--- src/rtl/riscv_pkg.sv ---
// Shared RV32I decode constants and instruction field helpers.
//   OP_*      : 7-bit major opcodes used by the hazard logic
//   NOP_FLUSH : bubble injected into IF/ID during a branch/jump flush
//   get_*     : field extraction for opcode, rd, rs1, rs2
package riscv_pkg;

   localparam logic [6:0] OP_R      = 7'b0110011;
   localparam logic [6:0] OP_IMM    = 7'b0010011;
   localparam logic [6:0] OP_LOAD   = 7'b0000011;
   localparam logic [6:0] OP_STORE  = 7'b0100011;
   localparam logic [6:0] OP_BRANCH = 7'b1100011;
   localparam logic [6:0] OP_JAL    = 7'b1101111;
   localparam logic [6:0] OP_JALR   = 7'b1100111;
   localparam logic [6:0] OP_LUI    = 7'b0110111;
   localparam logic [6:0] OP_AUIPC  = 7'b0010111;

   // lw x0,0(x0): rd = x0, so it neither writes nor branches.
   localparam logic [31:0] NOP_FLUSH = 32'h0000_2003;

   function automatic logic [6:0] get_opcode(input logic [31:0] ir);
      return ir[6:0];
   endfunction

   function automatic logic [4:0] get_rd(input logic [31:0] ir);
      return ir[11:7];
   endfunction

   function automatic logic [4:0] get_rs1(input logic [31:0] ir);
      return ir[19:15];
   endfunction

   function automatic logic [4:0] get_rs2(input logic [31:0] ir);
      return ir[24:20];
   endfunction

endpackage

--- src/rtl/reg_use_decode.sv ---
// Combinational register-usage decode of one RV32I instruction.
//   instr    in  32  instruction word
//   rs1/rs2  out 5   source register fields
//   rd       out 5   destination register field
//   rs1_used out 1   instruction reads rs1 and rs1 != x0
//   rs2_used out 1   instruction reads rs2 and rs2 != x0
//   rd_wr    out 1   instruction writes rd and rd != x0
//   is_bj    out 1   branch, jal or jalr
module reg_use_decode
   import riscv_pkg::*;
(
   input  logic [31:0] instr,
   output logic [4:0]  rs1,
   output logic [4:0]  rs2,
   output logic [4:0]  rd,
   output logic        rs1_used,
   output logic        rs2_used,
   output logic        rd_wr,
   output logic        is_bj
);

   logic rs1_rd;
   logic rs2_rd;
   logic rd_we;

   // funct3/funct7 do not affect register usage.
   logic unused_fields;
   assign unused_fields = ^{instr[31:25], instr[14:12]};

   always_comb begin
      rs1    = get_rs1(instr);
      rs2    = get_rs2(instr);
      rd     = get_rd(instr);
      rs1_rd = 1'b0;
      rs2_rd = 1'b0;
      rd_we  = 1'b0;
      is_bj  = 1'b0;
      case (get_opcode(instr))
         OP_R: begin
            rs1_rd = 1'b1;
            rs2_rd = 1'b1;
            rd_we  = 1'b1;
         end
         OP_IMM, OP_LOAD: begin
            rs1_rd = 1'b1;
            rd_we  = 1'b1;
         end
         OP_STORE: begin
            rs1_rd = 1'b1;
            rs2_rd = 1'b1;
         end
         OP_BRANCH: begin
            rs1_rd = 1'b1;
            rs2_rd = 1'b1;
            is_bj  = 1'b1;
         end
         OP_JAL: begin
            rd_we  = 1'b1;
            is_bj  = 1'b1;
         end
         OP_JALR: begin
            rs1_rd = 1'b1;
            rd_we  = 1'b1;
            is_bj  = 1'b1;
         end
         OP_LUI, OP_AUIPC: begin
            rd_we  = 1'b1;
         end
         default: ;
      endcase
      // x0 is hardwired: reading it never depends on anything, writing it is a no-op.
      rs1_used = rs1_rd && (rs1 != 5'd0);
      rs2_used = rs2_rd && (rs2 != 5'd0);
      rd_wr    = rd_we && (rd != 5'd0);
   end

endmodule

--- src/rtl/hazard_ctrl.sv ---
// Pipeline hazard controller feeding the IF/ID latch (no forwarding path).
//   clk        in  1   pipeline clock
//   rst        in  1   synchronous active-high reset
//   en         in  1   global enable; low freezes scoreboard and flush counter
//   ID_IR      in  32  instruction currently in ID
//   data_stall out 1   RAW hazard against an in-flight rd
//   bj_stall   out 1   branch/jump flush window
//   pc_hold    out 1   data_stall | bj_stall
//   ex_bubble  out 1   ID/EX loads a NOP (same as data_stall)
module hazard_ctrl
   import riscv_pkg::*;
#(
   parameter int unsigned FLUSH_CYCLES = 3,
   parameter bit          CHECK_WB     = 1'b0
) (
   input  logic        clk,
   input  logic        rst,
   input  logic        en,
   input  logic [31:0] ID_IR,
   output logic        data_stall,
   output logic        bj_stall,
   output logic        pc_hold,
   output logic        ex_bubble
);

   localparam logic [2:0] CNT_LOAD = 3'(FLUSH_CYCLES - 1);

   logic [4:0] rs1, rs2, rd;
   logic       rs1_used, rs2_used, rd_wr, is_bj;

   logic [4:0] ex_rd_q, ex_rd_d;
   logic [4:0] mem_rd_q, mem_rd_d;
   logic [4:0] wb_rd_q, wb_rd_d;
   logic [2:0] cnt_q, cnt_d;

   logic rs1_hit, rs2_hit, bj_detect;

   reg_use_decode u_dec (
      .instr    (ID_IR),
      .rs1      (rs1),
      .rs2      (rs2),
      .rd       (rd),
      .rs1_used (rs1_used),
      .rs2_used (rs2_used),
      .rd_wr    (rd_wr),
      .is_bj    (is_bj)
   );

   always_comb begin
      // Empty slots hold 0; since a used rs is never x0 they cannot match.
      rs1_hit = rs1_used && ((rs1 == ex_rd_q) || (rs1 == mem_rd_q) ||
                             (CHECK_WB && (rs1 == wb_rd_q)));
      rs2_hit = rs2_used && ((rs2 == ex_rd_q) || (rs2 == mem_rd_q) ||
                             (CHECK_WB && (rs2 == wb_rd_q)));
      data_stall = rs1_hit || rs2_hit;

      // A branch waiting on its operands must not start the flush yet.
      bj_detect = is_bj && !data_stall && (cnt_q == 3'd0);
      bj_stall  = bj_detect || (cnt_q != 3'd0);
      pc_hold   = data_stall || bj_stall;
      ex_bubble = data_stall;

      ex_rd_d  = ex_rd_q;
      mem_rd_d = mem_rd_q;
      wb_rd_d  = wb_rd_q;
      cnt_d    = cnt_q;
      if (en) begin
         wb_rd_d  = mem_rd_q;
         mem_rd_d = ex_rd_q;
         // The branch itself proceeds into EX, so jal/jalr rd gets tracked.
         ex_rd_d  = (rd_wr && !data_stall) ? rd : 5'd0;
         if (bj_detect) begin
            cnt_d = CNT_LOAD;
         end else if (cnt_q != 3'd0) begin
            cnt_d = cnt_q - 3'd1;
         end
      end
   end

   always_ff @(posedge clk) begin
      if (rst) begin
         ex_rd_q  <= 5'd0;
         mem_rd_q <= 5'd0;
         wb_rd_q  <= 5'd0;
         cnt_q    <= 3'd0;
      end else begin
         ex_rd_q  <= ex_rd_d;
         mem_rd_q <= mem_rd_d;
         wb_rd_q  <= wb_rd_d;
         cnt_q    <= cnt_d;
      end
   end

endmodule

--- config.mk ---
export PLATFORM = sky130hd
export DESIGN_NAME = hazard_ctrl
export DESIGN_NICKNAME = d
export VERILOG_FILES = /design/src/rtl/riscv_pkg.sv /design/src/rtl/reg_use_decode.sv /design/src/rtl/hazard_ctrl.sv
export SDC_FILE = /design/constraint.sdc
export NUM_CORES = 1
export LEC_CHECK = 0
export CORE_ASPECT_RATIO = 0.75
export CORE_MARGIN = 5
export CORE_UTILIZATION = 60
export DETAILED_ROUTE_END_ITERATION = 10
export DONT_BUFFER_PORTS = 1
export GPL_TIMING_DRIVEN = 0
export HOLD_SLACK_MARGIN = 0.15
export PLACE_DENSITY = 0.76
export SLEW_MARGIN = 5
export SYNTH_ARGS = -nofsm -noshare
export SYNTH_HDL_FRONTEND = slang
export SYNTH_HIERARCHICAL = 1
export SYNTH_SLANG_ARGS = --single-unit
--- constraint.sdc ---
create_clock -name clk -period 2.8 [get_ports clk]
set_input_delay 0.28 -clock clk [delete_from_list [all_inputs] [get_ports clk]]
set_output_delay 0.28 -clock clk [all_outputs]
set_load 0.01 [all_outputs]
-- Word-level counts from Yosys, hierarchy flattened
Index checks and enable logic that the tools add are counted.
- word-level logic and storage cells: 49
- register bits: 13
- ROM bits: 0
- RAM bits: 0
- output and inout port bits: 4
- bits in latches: 0
- memories: 0
- shifts and indexed selects: 0
- equal/unequal tests: 13
- multipliers: 0
- muxes and demuxes: 7
- bitwise gates (word level): 0
- reductions and logical operators: 25
- div/mod/pow operators: 0
- add/sub/neg operators: 1
- magnitude comparators: 0
- operator list (operator ; number):
    7-bit by 6-bit equality test with 1-bit output, second input constant ; 3
    7-bit equality test, second input constant ; 3
    5-bit equality test ; 4
    5-bit nonzero test ; 3
    7-bit by 5-bit equality test with 1-bit output, second input constant ; 2
    1-bit logical AND ; 8
    7-bit by 2-bit equality test with 1-bit output, second input constant ; 1
    7-bit OR reduction ; 1
    3-bit 2-to-1 mux ; 2
    3-bit OR reduction ; 2
    6-bit OR reduction ; 1
    1-bit logical OR ; 5
    5-bit 2-to-1 mux ; 1
    1-bit 2-to-1 mux ; 4
    3-bit zero test ; 1
    3-bit nonzero test ; 1
    3-bit by 1-bit subtractor with 3-bit output, second input constant ; 1
    2-bit AND reduction ; 1
    2-bit nonzero test ; 1
    1-bit zero test ; 1

-- Depth between registers and ports, before layout
- depth in word-level cells: 11
- gate-level depth with buffers: 8
- gate-level depth less buffers: 7

-- Hierarchy
Netlist, hierarchy kept.
- modules (own cells, without submodules) (module ; instances ; sequential area each (sq um) ; area an instance (sq um) ; cells an instance):
    hazard_ctrl ; 1 ; 260.2 ; 819.5 ; 90
    reg_use_decode ; 1 ; 0.0 ; 226.5 ; 35

-- Worst setup path before layout
No wires, ideal clock.
- path kind: input-to-output
- start: input port ID_IR[15]
- end: output port ex_bubble
- cell stages on the path: 8
- path slack: 0.910 ns
- arrival time: 1.610 ns
- cells stage by stage: or4_1 -> o22ai_1 -> nor2_1 -> nand3_1 -> and4_4 -> buf_6 -> inv_1 -> buf_4
- longest elaborated chain between the ends: 4
- elaborated cells on any way between the ends: 7
- classes of those cells: 2 x eq/ne; 5 x reduce/logical
- RTL lines (item ; RTL line ; source):
    from (decl) ; hazard_ctrl.sv:19 ; input logic [31:0] ID_IR,
    5-bit nonzero test ; reg_use_decode.sv:72 ; rs1_used = rs1_rd && (rs1 != 5'd0);
    1-bit logical AND ; reg_use_decode.sv:72 ;
    net rs1_used ; hazard_ctrl.sv:29 ; logic rs1_used, rs2_used, rd_wr, is_bj;
    1-bit logical AND ; hazard_ctrl.sv:51 ; rs1_hit = rs1_used && ((rs1 == ex_rd_q) || (rs1 == mem_rd_q) ||
    1-bit logical OR ; hazard_ctrl.sv:55 ; data_stall = rs1_hit || rs2_hit;
    to (decl) ; hazard_ctrl.sv:23 ; output logic ex_bubble
The timed path passes the listed nets, and every way through them passes these cells.

-- Final worst setup path
- start: input port ID_IR[3]
- end: output port ex_bubble
- longest elaborated chain between the ends: 6
- elaborated cells on any way between the ends: 15
- classes of those cells: 6 x eq/ne; 2 x mux; 7 x reduce/logical
- RTL lines (item ; RTL line ; source):
    7-bit by 6-bit equality test with 1-bit output / 7-bit equality test (equally long branches) ; reg_use_decode.sv:38 ; case (get_opcode(instr))
    3-bit OR reduction (no line) (*) ; n/a ;
    1-bit 2-to-1 mux (*) ; reg_use_decode.sv:38 ;
    1-bit logical AND (*) ; reg_use_decode.sv:73 ; rs2_used = rs2_rd && (rs2 != 5'd0);
    net rs2_used ; hazard_ctrl.sv:29 ;
    1-bit logical AND (*) ; hazard_ctrl.sv:53 ; rs2_hit = rs2_used && ((rs2 == ex_rd_q) || (rs2 == mem_rd_q) ||
    1-bit logical OR (*) ; hazard_ctrl.sv:55 ;
The timed path passes the listed nets; every way through them passes the cells marked *.

==> impl_metrics.env <==
export IMPL_status="finished clean"
export IMPL_syn_area_per_cell_um2=8.37
export IMPL_vias=873
export IMPL_synth_cell_area_mm2=0.00105
export IMPL_p_per_area_mw_per_mm2=455
export IMPL_hold_worst_slack_ns=0.243
export IMPL_max_clock_freq_mhz=459
export IMPL_period_share_pct=77.8
export IMPL_hp_class="primary input to flop"
export IMPL_grt_ovfl_total=0
export IMPL_numPortBuffers=0
export IMPL_path_max_fanout=10
export IMPL_wirelength_um=2330
export IMPL_grt_max_degree=11
export IMPL_cp_start_kind="primary input"
export IMPL_drt_wirelength_per_cell_um=15.4
export IMPL_cts_hold_buffers=0
export IMPL_cts_root_buf="clkbuf_4"
export IMPL_arrival_ns=1.90
export IMPL_synth_nets=162
export IMPL_critPathBufInv=3
export IMPL_grt_pass1_vias=907
export IMPL_worst_setup_path_end_kind="primary output"
export IMPL_synth_seq_cells=13
export IMPL_synthCells=125
export IMPL_clock_skew_ns=0.00487
export IMPL_syn_to_final_growth_pct=5.14
export IMPL_clkTransAtPathRegs_ns=0.08
export IMPL_dp_cells=147
export IMPL_finalHoldViolCount=0
export IMPL_dieArea_mm2=0.00269
export IMPL_cts_max_level=1
export IMPL_period_minus_slack_ns=2.18
export IMPL_dp_hpwl_um=1930
export IMPL_ff2ff_path_depth=7
export IMPL_yosysUniqueCellTypes=33
export IMPL_clkLatencyLatePin_ns=0.27
export IMPL_min_path_cells=2
export IMPL_clock_path_buffers=2
export IMPL_dieHeight_um=46.2
export IMPL_path_class="primary input to primary output"
export IMPL_pin_count=39
export IMPL_finalMaxSlewViolations=0
export IMPL_cp_num_cells=7
export IMPL_crit_required_ns=2.52
export IMPL_path_cells="nand3b_1, a2111oi_0, nand3_1, and4_4, buf_6, inv_1, buf_4"
export IMPL_setup_viol=0
export IMPL_seq_area_frac_synth_pct=24.9
export IMPL_initial_utilization_pct=61.8
export IMPL_antenna_left=0
export IMPL_yosys_area_share_simple_pct=22.1
export IMPL_fin_cells=151
export IMPL_synth_fa_ha_area_share_pct=2.39
export IMPL_cts_sinks=13
export IMPL_cts_resized=0
export IMPL_gp_congestion=0.872
export IMPL_slew_limit_headroom_pct=48.6
export IMPL_cp_slowest_cell="a2111oi_0"
export IMPL_muxShareOfSynthArea_pct=4.78
export IMPL_synth_xor_area_share_pct=16.7
export IMPL_cp_top_family="compound AO/OA/AOI/OAI gates"
export IMPL_antenna_found_initial=0
export IMPL_maxCapViolCount=0
export IMPL_core_region_area_mm2=0.00169
export IMPL_drive_gt1_share_pct=17.8
export IMPL_grt_use_total_pct=19.5
export IMPL_die_width_um=58.2
export IMPL_diodes=0
export IMPL_vdd_drop_max_mv=0.313
export IMPL_fp_row_count=13
export IMPL_cts_buffers=3
export IMPL_drt_first_pass_iters=4
export IMPL_nNetsFinal=167
export IMPL_vias_per_cell=5.78
export IMPL_p_leak_nw=0.482
export IMPL_yosys_warnings=6
export IMPL_post_cts_setup_buffers=0
export IMPL_drtIter0Drc=69
export IMPL_worstMarginPinSlew_ns=0.752
export IMPL_tns_ns=0
export IMPL_drc=0
export IMPL_synth_compound_area_share_pct=13.9
export IMPL_rsz0062_at_grt="no"
export IMPL_cpPeakStageDelay_ns=0.70
export IMPL_grt_pass1_wl_um=3910
export IMPL_synth_top_family_by_area="simple AND/OR/NAND/NOR gates"
export IMPL_cts_tree="built"
[layout make-up]
class	instances	area, um^2
clock buffers	4	26.3
inverters	5	18.8
fillers	150	592
plain buffers	19	140
multi-input cells	88	627
flip-flops and latches	13	260
well taps	22	27.5
[placed cells by master (no fill, tap or decap)]
cell type,synthesis,routed
xor2_1,16,16
buf_4,16,16
nor2_1,13,13
dfxtp_1,13,13
inv_1,5,5
nand3_1,5,5
nand2_1,5,5
nor3b_1,5,5
a22o_1,5,5
mux2i_1,5,5
nor4_1,4,4
xnor2_1,4,4
o22ai_1,3,3
clkbuf_4,0,3
or4_1,3,3
nor2b_1,2,2
clkbuf_1,1,2
nand3b_1,2,2
ha_1,2,2
a21oi_1,2,2
and4_4,1,1
buf_6,1,1
a21bo_2,1,1
buf_2,1,1
a211oi_1,1,1
a21boi_0,1,1
a31o_1,1,1
o21a_1,1,1
o21ai_0,1,1
a311oi_1,1,1
a2111oi_0,1,1
and3b_1,1,1
o2111ai_1,1,1
nand4_1,1,1
[path summary, 6_finish.rpt]
| check | start | end | slack, ns |
|---|---|---|---|
| setup / recovery | ID_IR[3] | ex_bubble | 0.62 |
| hold / removal | rst | ex_rd_q[0] | 0.24 |
| hold reg to reg | cnt_q[0] | cnt_q[0] | 0.55 |
| setup reg to reg | cnt_q[0] | cnt_q[1] | 1.06 |
[stage by stage]
step	setup WS (ns)	util (%)	area, um^2	power [W]
3_5_place_dp	0.685	63.5	1070	0.000390
6_report	0.622	65.0	1100	0.000501
3_3_place_gp	0.762	63.5	1070	0.000379
2_1_floorplan	0.910	-	1050	0.000360
5_1_grt	0.492	65.0	1100	0.000537
4_1_cts	0.617	65.0	1100	0.000505
[cell usage after synthesis]
master / n / area [um^2]
buf_4: 16 / 120
xor2_1: 16 / 140
dfxtp_1: 13 / 260
nor2_1: 13 / 48.8
a22o_1: 5 / 43.8
inv_1: 5 / 18.8
mux2i_1: 5 / 50.1
nand2_1: 5 / 18.8
nand3_1: 5 / 25.0
nor3b_1: 5 / 37.5
nor4_1: 4 / 25.0
xnor2_1: 4 / 35.0
o22ai_1: 3 / 18.8
or4_1: 3 / 22.5
a21oi_1: 2 / 10.0
ha_1: 2 / 25.0
nand3b_1: 2 / 15.0
nor2b_1: 2 / 12.5
a2111oi_0: 1 / 8.76
a211oi_1: 1 / 7.51
a21bo_2: 1 / 10.0
a21boi_0: 1 / 7.51
a311oi_1: 1 / 8.76
a31o_1: 1 / 8.76
and3b_1: 1 / 8.76
and4_4: 1 / 11.3
buf_2: 1 / 5.00
buf_6: 1 / 11.3
clkbuf_1: 1 / 3.75
nand4_1: 1 / 6.26
o2111ai_1: 1 / 8.76
o21a_1: 1 / 7.51
o21ai_0: 1 / 5.00
[layer usage]
metal / up-vias / global-route usage (%) / wire [um]
li1: 437 / - / -
met1: 398 / 24.4 / 1070
met2: 31 / 31.1 / 1020
met3: 7 / 5.60 / 185
met4: 0 / 9.26 / 55
met5: - / 0 / 0
[kinds of logic (layout without fill, tap and decap cells)]
kind of cell | after synthesis | in the layout
AOI/OAI and AO/OA | 19 | 19
xor gates and xnor gates | 20 | 20
adders and majority gates | 2 | 2
buffers and inverters | 24 | 28
DFF | 13 | 13
muxes | 5 | 5
and+or+nand+nor | 42 | 42
[power by group]
| group | total (W) | switching [W] | internal (W) |
|---|---|---|---|
| combinational | 0.000178 | 0.0000930 | 0.0000854 |
| clock | 0.000114 | 0.0000585 | 0.0000552 |
| sequential | 0.000209 | 0.00000986 | 0.000199 |
[registers in the layout, summed over array words and instances, names as in the netlist]
register  count
mem_rd_q      5
cnt_q         3
ex_rd_q       5
No activity file was read; power rests on OpenSTA's default activity.
